### src/rtl/bus_interconnect.sv
// bus_interconnect: CPU-to-peripheral interconnect.
//   Decodes the CPU address into one of N_DEV slots and routes the read/write strobes to that
//   slot. It registers the ready pulse and read data back to the CPU. A slave that stays silent
//   is timed out. The first bus error is logged: unmapped address, timeout, or read and write
//   high together.
// Ports:
//   clk, reset            clock (rising edge), synchronous active-low reset
//   read, write, address  CPU request, held until ready; data_out is the CPU write data
//   data_in, ready        registered read data and one-cycle response pulse to the CPU
//   dev_read, dev_write   per-slot strobes, active only while waiting on the selected slot
//   dev_addr, wdata       offset within the selected slot, write data to all slots
//   dev_ready, dev_rdata  per-slot response pulse and read data (slot i at [i*DW+:DW])
//   err, err_code, err_addr, err_clr   sticky first-error log and its clear
//   busy                  high whenever a transaction is in flight
module bus_interconnect #(
    parameter int unsigned           AW       = 8,
    parameter int unsigned           DW       = 8,
    parameter int unsigned           N_DEV    = 4,
    parameter logic [N_DEV*AW-1:0]   BASE     = {8'h80, 8'h00, 8'hfe, 8'hff},
    parameter logic [N_DEV*AW-1:0]   MASK     = {8'h80, 8'h80, 8'hff, 8'hff},
    parameter int unsigned           TIMEOUT  = 16,
    parameter logic [DW-1:0]         ERR_DATA = '0
) (
    input  logic                clk,
    input  logic                reset,
    input  logic                read,
    input  logic                write,
    input  logic [AW-1:0]       address,
    input  logic [DW-1:0]       data_out,
    output logic [DW-1:0]       data_in,
    output logic                ready,
    output logic [N_DEV-1:0]    dev_read,
    output logic [N_DEV-1:0]    dev_write,
    output logic [AW-1:0]       dev_addr,
    output logic [DW-1:0]       wdata,
    input  logic [N_DEV-1:0]    dev_ready,
    input  logic [N_DEV*DW-1:0] dev_rdata,
    output logic                err,
    output logic [1:0]          err_code,
    output logic [AW-1:0]       err_addr,
    input  logic                err_clr,
    output logic                busy
);

    localparam int unsigned SW = (N_DEV > 1) ? $clog2(N_DEV) : 1;
    localparam int unsigned CW = (TIMEOUT > 0) ? $clog2(TIMEOUT + 1) : 1;
    localparam logic [CW-1:0] CNT_LAST = CW'((TIMEOUT == 0) ? 0 : TIMEOUT - 1);

    typedef enum logic [1:0] {StIdle, StWait, StDone} state_e;

    state_e          state_q;
    logic [SW-1:0]   sel_q;
    logic [AW-1:0]   addr_q;
    logic [CW-1:0]   cnt_q;

    logic            hit;
    logic [SW-1:0]   hit_idx;
    logic [AW-1:0]   sel_mask;
    logic [DW-1:0]   sel_rdata;
    logic            sel_ready;
    logic            timed_out;
    logic            err_set;
    logic [1:0]      err_set_code;
    logic [AW-1:0]   err_set_addr;

    // Descending scan so the lowest matching slot is the one left in hit_idx.
    always_comb begin
        hit     = 1'b0;
        hit_idx = '0;
        for (int i = N_DEV - 1; i >= 0; i--) begin
            if ((address & MASK[i*AW +: AW]) == BASE[i*AW +: AW]) begin
                hit     = 1'b1;
                hit_idx = SW'(i);
            end
        end
    end

    always_comb begin
        sel_mask  = '0;
        sel_rdata = '0;
        sel_ready = 1'b0;
        dev_read  = '0;
        dev_write = '0;
        for (int i = 0; i < N_DEV; i++) begin
            if (sel_q == SW'(i)) begin
                sel_mask     = MASK[i*AW +: AW];
                sel_rdata    = dev_rdata[i*DW +: DW];
                sel_ready    = dev_ready[i];
                dev_read[i]  = (state_q == StWait) && read;
                dev_write[i] = (state_q == StWait) && write;
            end
        end
    end

    assign timed_out = (TIMEOUT != 0) && (cnt_q == CNT_LAST);

    // Error detected at this edge; logged only if nothing is logged yet and no clear is pending.
    always_comb begin
        err_set      = 1'b0;
        err_set_code = 2'b00;
        err_set_addr = address;
        unique case (state_q)
            StIdle: begin
                if (read && write) begin
                    err_set      = 1'b1;
                    err_set_code = 2'b11;
                end else if ((read ^ write) && !hit) begin
                    err_set      = 1'b1;
                    err_set_code = 2'b01;
                end
            end
            StWait: begin
                if (!sel_ready && (read || write) && timed_out) begin
                    err_set      = 1'b1;
                    err_set_code = 2'b10;
                    err_set_addr = addr_q;
                end
            end
            default: ;
        endcase
    end

    always_ff @(posedge clk) begin
        if (!reset) begin
            state_q  <= StIdle;
            sel_q    <= '0;
            addr_q   <= '0;
            cnt_q    <= '0;
            ready    <= 1'b0;
            data_in  <= '0;
            err      <= 1'b0;
            err_code <= 2'b00;
            err_addr <= '0;
        end else begin
            ready <= 1'b0;

            if (err_clr) begin
                err      <= 1'b0;
                err_code <= 2'b00;
                err_addr <= '0;
            end else if (err_set && !err) begin
                err      <= 1'b1;
                err_code <= err_set_code;
                err_addr <= err_set_addr;
            end

            unique case (state_q)
                StIdle: begin
                    if (read && write) begin
                        state_q <= StDone;
                        ready   <= 1'b1;
                        data_in <= ERR_DATA;
                    end else if (read ^ write) begin
                        addr_q <= address;
                        if (hit) begin
                            sel_q   <= hit_idx;
                            cnt_q   <= '0;
                            state_q <= StWait;
                        end else begin
                            state_q <= StDone;
                            ready   <= 1'b1;
                            data_in <= ERR_DATA;
                        end
                    end
                end
                StWait: begin
                    if (cnt_q != '1) begin
                        cnt_q <= cnt_q + 1'b1;
                    end
                    if (sel_ready) begin
                        state_q <= StDone;
                        ready   <= 1'b1;
                        if (read) begin
                            data_in <= sel_rdata;
                        end
                    end else if (!read && !write) begin
                        state_q <= StIdle;
                    end else if (timed_out) begin
                        state_q <= StDone;
                        ready   <= 1'b1;
                        data_in <= ERR_DATA;
                    end
                end
                default: begin
                    state_q <= StIdle;
                end
            endcase
        end
    end

    assign dev_addr = addr_q & ~sel_mask;
    assign wdata    = data_out;
    assign busy     = (state_q != StIdle);

endmodule

### config.mk
export PLATFORM = sky130hd
export DESIGN_NAME = bus_interconnect
export DESIGN_NICKNAME = d
export VERILOG_FILES = /design/src/rtl/bus_interconnect.sv
export SDC_FILE = /design/constraint.sdc
export NUM_CORES = 1
export LEC_CHECK = 0
export ABC_CLOCK_PERIOD_IN_PS = 3000
export BUFFER_PORTS_ARGS = -buffer_cell sky130_fd_sc_hd__buf_2
export CAP_MARGIN = 40
export CORE_MARGIN = 3
export CORE_UTILIZATION = 30
export DETAILED_ROUTE_END_ITERATION = 10
export PLACE_DENSITY = 0.68
export SLEW_MARGIN = 40
export SYNTH_ARGS = -nofsm -noshare
export SYNTH_HDL_FRONTEND = slang
export SYNTH_SLANG_ARGS = --single-unit
### constraint.sdc
create_clock -name clk -period 3 [get_ports clk]
set_input_delay 0.3 -clock clk [delete_from_list [all_inputs] [get_ports clk]]
set_output_delay 0.3 -clock clk [all_outputs]
set_load 0.005 [all_outputs]
==> impl_metrics.prom <==
# TYPE chip_impl_metric gauge
chip_impl_info{name="run_status",value="finished, final reports clean"} 1
chip_impl_metric{name="n_antenna_cell",unit=""} 0
chip_impl_metric{name="grt_first_pass_wirelength",unit="microns"} 9870
chip_impl_metric{name="vias_per_cell",unit=""} 4.87
chip_impl_metric{name="pre_cts_slack",unit="ns"} 0.945
chip_impl_metric{name="grt_util_all_layers",unit="%"} 14.8
chip_impl_metric{name="cts_max_level",unit=""} 2
chip_impl_metric{name="r2r_cells",unit=""} 7
chip_impl_metric{name="fp.dieW",unit="microns"} 90.3
chip_impl_metric{name="synth.net_count",unit=""} 305
chip_impl_metric{name="die_outline_area",unit="sq um"} 8150
chip_impl_metric{name="antenna_violations_before_repair",unit=""} 0
chip_impl_metric{name="post_drt_wl_per_cell",unit="microns"} 14.4
chip_impl_metric{name="number_of_vias_after_detailed_routing",unit=""} 1998
chip_impl_metric{name="ioPinCount",unit=""} 102
chip_impl_metric{name="postLayoutCellArea",unit="sq um"} 2680
chip_impl_metric{name="grt_pass1_vias",unit=""} 2073
chip_impl_metric{name="cts_inserted_buffers",unit=""} 5
chip_impl_metric{name="detail_route.wirelength",unit="microns"} 5920
chip_impl_metric{name="detail_route.iter0.violations",unit=""} 52
chip_impl_metric{name="power.static_leakage",unit="nW"} 1.15
chip_impl_metric{name="starting_density_of_the_core",unit="%"} 31.2
chip_impl_metric{name="cellPowerDensity",unit="nW/um^2"} 471
chip_impl_metric{name="postSynthAreaPerCell",unit="sq um"} 8.81
chip_impl_metric{name="synth-seq-area-share",unit="%"} 34.7
chip_impl_metric{name="detail-route-antenna-nets",unit=""} 0
chip_impl_metric{name="sequential_cell_area",unit="sq um"} 741
chip_impl_metric{name="clk_pin_slew",unit="ns"} 0.08
chip_impl_metric{name="design.final.nets",unit=""} 376
chip_impl_metric{name="fp.coreArea",unit="sq um"} 6830
chip_impl_metric{name="worst_skew_pair.late_latency",unit="ns"} 0.29
chip_impl_metric{name="gp_congestion",unit=""} 0.758
chip_impl_metric{name="share_of_the_clock_period_used_by_the_worst_path_after_layout",unit="%"} 69.4
chip_impl_info{name="classification_of_the_worst_setup_path",value="reg2reg"} 1
chip_impl_metric{name="finalPower",unit="mW"} 1.26
chip_impl_info{name="hold_class",value="in2reg"} 1
chip_impl_metric{name="syn_area",unit="sq um"} 2130
chip_impl_metric{name="finalHoldWorstSlack",unit="ns"} 0.266
chip_impl_metric{name="synthesis.yosys.warnings",unit=""} 0
chip_impl_metric{name="count_of_flip_flops_with_a_built_in_enable_after_synthesis",unit=""} 0
chip_impl_metric{name="number_of_iterations_in_the_first_detailed_routing_pass",unit=""} 4
chip_impl_metric{name="fill_cell_total_of_the_finished_layout",unit=""} 717
chip_impl_info{name="yosys_most_used_dff",value="sky130_fd_sc_hd__dfxtp_1"} 1
chip_impl_metric{name="postSynthRegisterBits",unit=""} 37
chip_impl_metric{name="total_count_of_hold_check_failures_in_the_final_report",unit=""} 0
chip_impl_metric{name="drc_errors",unit=""} 0
chip_impl_metric{name="crit_required",unit="ns"} 3.23
chip_impl_metric{name="detailedPlacementHpwl",unit="microns"} 4490
chip_impl_metric{name="critPathArrivalTime",unit="ns"} 2.31
chip_impl_metric{name="holdPathStages",unit=""} 2
chip_impl_info{name="final_cell_mix",value="sky130_fd_sc_hd__buf_2, sky130_fd_sc_hd__nand2_1, sky130_fd_sc_hd__dfxtp_1"} 1
chip_impl_info{name="most_common_library_cell_in_the_layout_ignoring_fill_and_taps",value="sky130_fd_sc_hd__buf_2"} 1
chip_impl_metric{name="finalSetupViolCount",unit=""} 0
chip_impl_info{name="critical_path.endpoint_type",value="flip-flop"} 1
chip_impl_metric{name="final-max-slew-violation-count",unit=""} 0
chip_impl_metric{name="timing.setup.tns",unit="ns"} 0
chip_impl_info{name="rsz_0062_raised_after_global_routing",value="no"} 1
chip_impl_metric{name="timing.final.crit_period",unit="ns"} 2.08
chip_impl_info{name="crit_start",value="cnt_q[0]"} 1
chip_impl_info{name="cell_at_the_root_of_the_clock_tree",value="sky130_fd_sc_hd__clkbuf_8"} 1
chip_impl_info{name="tritoncts",value="done"} 1
chip_impl_metric{name="cts_sinks",unit=""} 37
chip_impl_metric{name="post_route_cells_drive_above_1_share",unit="%"} 35.7
chip_impl_metric{name="netlist_instances",unit=""} 242
chip_impl_metric{name="crit_fanout",unit=""} 10
chip_impl_metric{name="post-cts-setup-buffers",unit=""} 0
chip_impl_metric{name="ir_drop",unit="V"} 0.000193
chip_impl_metric{name="floorplan.rows",unit=""} 30
chip_impl_metric{name="min_setup_slack_post_route",unit="ns"} 0.917
chip_impl_metric{name="layout-area-overhead-vs-synth",unit="%"} 25.5
chip_impl_info{name="setup.worst_path.start_class",value="flip-flop"} 1
chip_impl_metric{name="grt.overflow.total",unit=""} 0
chip_impl_info{name="hold_path.startpoint",value="address[7]"} 1
chip_impl_metric{name="dieHeight",unit="microns"} 90.3
chip_impl_metric{name="worst_slew_margin_rel",unit="%"} 61.5
chip_impl_metric{name="cts.hold.buffers_added",unit=""} 0
chip_impl_metric{name="clock_skew",unit="ns"} 0.00911
chip_impl_metric{name="dpl-instance-area",unit="sq um"} 2550
chip_impl_metric{name="count_of_port_buffers_added_during_placement",unit=""} 84
chip_impl_metric{name="postSynth.asyncResetShare",unit="%"} 0
chip_impl_metric{name="multiInputGateArea",unit="sq um"} 1200
chip_impl_metric{name="cts.repair.resized",unit=""} 0
chip_impl_metric{name="max_cap_violation_count",unit=""} 0
chip_impl_metric{name="yosysUniqueCellTypes",unit=""} 41
chip_impl_metric{name="clock_path_buffers",unit=""} 2
chip_impl_metric{name="largest_net_degree_at_the_start_of_global_routing",unit=""} 26
chip_impl_metric{name="timing.fmax",unit="GHz"} 0.480
chip_impl_metric{name="worst_slew_pin_tran",unit="ns"} 0.573
chip_impl_info{name="regToRegStartpoint",value="cnt_q[0]"} 1
[sequential cells by signal, summed over array words and instances, names as in the netlist]
register  cells
state_q       2
err           1
data_in       8
err_code      2
sel_q         2
ready         1
cnt_q         5
addr_q        8
err_addr      8
[synthesized netlist by cell type (5+ instances only)]
cell                       instances  area (sq um)
sky130_fd_sc_hd__a21boi_0          9          67.6
sky130_fd_sc_hd__a21oi_1           6          30.0
sky130_fd_sc_hd__a21oi_2           9          78.8
sky130_fd_sc_hd__and2_1            8          50.1
sky130_fd_sc_hd__buf_4             9          67.6
sky130_fd_sc_hd__clkbuf_1          8          30.0
sky130_fd_sc_hd__dfxtp_1          37           741
sky130_fd_sc_hd__ha_1              6          75.1
sky130_fd_sc_hd__inv_1            16          60.1
sky130_fd_sc_hd__mux4_2            5           113
sky130_fd_sc_hd__nand2_1          40           150
sky130_fd_sc_hd__nand2b_1          5          31.3
sky130_fd_sc_hd__nor2_1           14          52.6
sky130_fd_sc_hd__nor2b_1           5          31.3
sky130_fd_sc_hd__o21ai_0          12          60.1
sky130_fd_sc_hd__o221ai_1          8          70.1
[through the flow]
| stage | instances | utilization, % |
|---|---|---|
| 3_5_place_dp | 402 | 37.4 |
| 4_1_cts | 410 | 39.2 |
| 3_3_place_gp | 402 | 37.3 |
| 2_1_floorplan | 242 | - |
| 6_report | 410 | 39.2 |
| 5_1_grt | 410 | 39.2 |
[routing by layer]
metal  GRT usage [%]  routed length, microns  up-vias
met5               0                       0        -
met4            5.74                     100        0
met3            5.75                     510       11
met2            25.1                    2760       78
met1            16.8                    2550      937
li1                -                       -      972
[cell families (layout without fill, tap and decap cells)]
kind of cell | count (synthesis) | count (layout) | synth area share, %
adder cells (fa/ha/maj) | 6 | 6 | 3.52
buffers and inverters | 38 | 110 | 9.33
multiplexers | 13 | 13 | 12.1
AND/OR/NAND/NOR | 93 | 93 | 22.0
XOR/XNOR | 3 | 3 | 1.23
other | 1 | 1 | 0.176
flip-flops | 37 | 37 | 34.7
AO/OA/AOI/OAI | 51 | 51 | 16.9
[cell type report]
class	count	share of cell area (%)
multi-input cells	167	44.8
flip-flops and latches	37	27.7
repair buffers	86	16.3
well taps	96	4.49
clock buffers	6	3.09
inverters	16	2.25
clock inverters	2	1.40
[power by group]
part	internal, mW	total (mW)	switching, mW
Combinational	0.115	0.256	0.141
Sequential	0.520	0.545	0.0246
Clock	0.270	0.460	0.190
Total	0.906	1.26	0.355
[critical path, cell delays in order, from the launching register on]
cell	delay, ns
sky130_fd_sc_hd__dfxtp_1	0.37
sky130_fd_sc_hd__ha_1	0.17
sky130_fd_sc_hd__and3_1	0.19
sky130_fd_sc_hd__ha_1	0.21
sky130_fd_sc_hd__nand2b_1	0.10
sky130_fd_sc_hd__or4b_4	0.58
sky130_fd_sc_hd__and2_4	0.24
sky130_fd_sc_hd__a21oi_2	0.14
[final timing paths]
kind	endpoint	slack (ns)
worst min-delay path	sel_q[1]	0.27
worst max register to register	err_addr[1]	0.92
worst min register to register	err_addr[3]	0.45
worst max-delay path	err_addr[1]	0.92
Note: power is estimated with default switching activity, not from simulation.
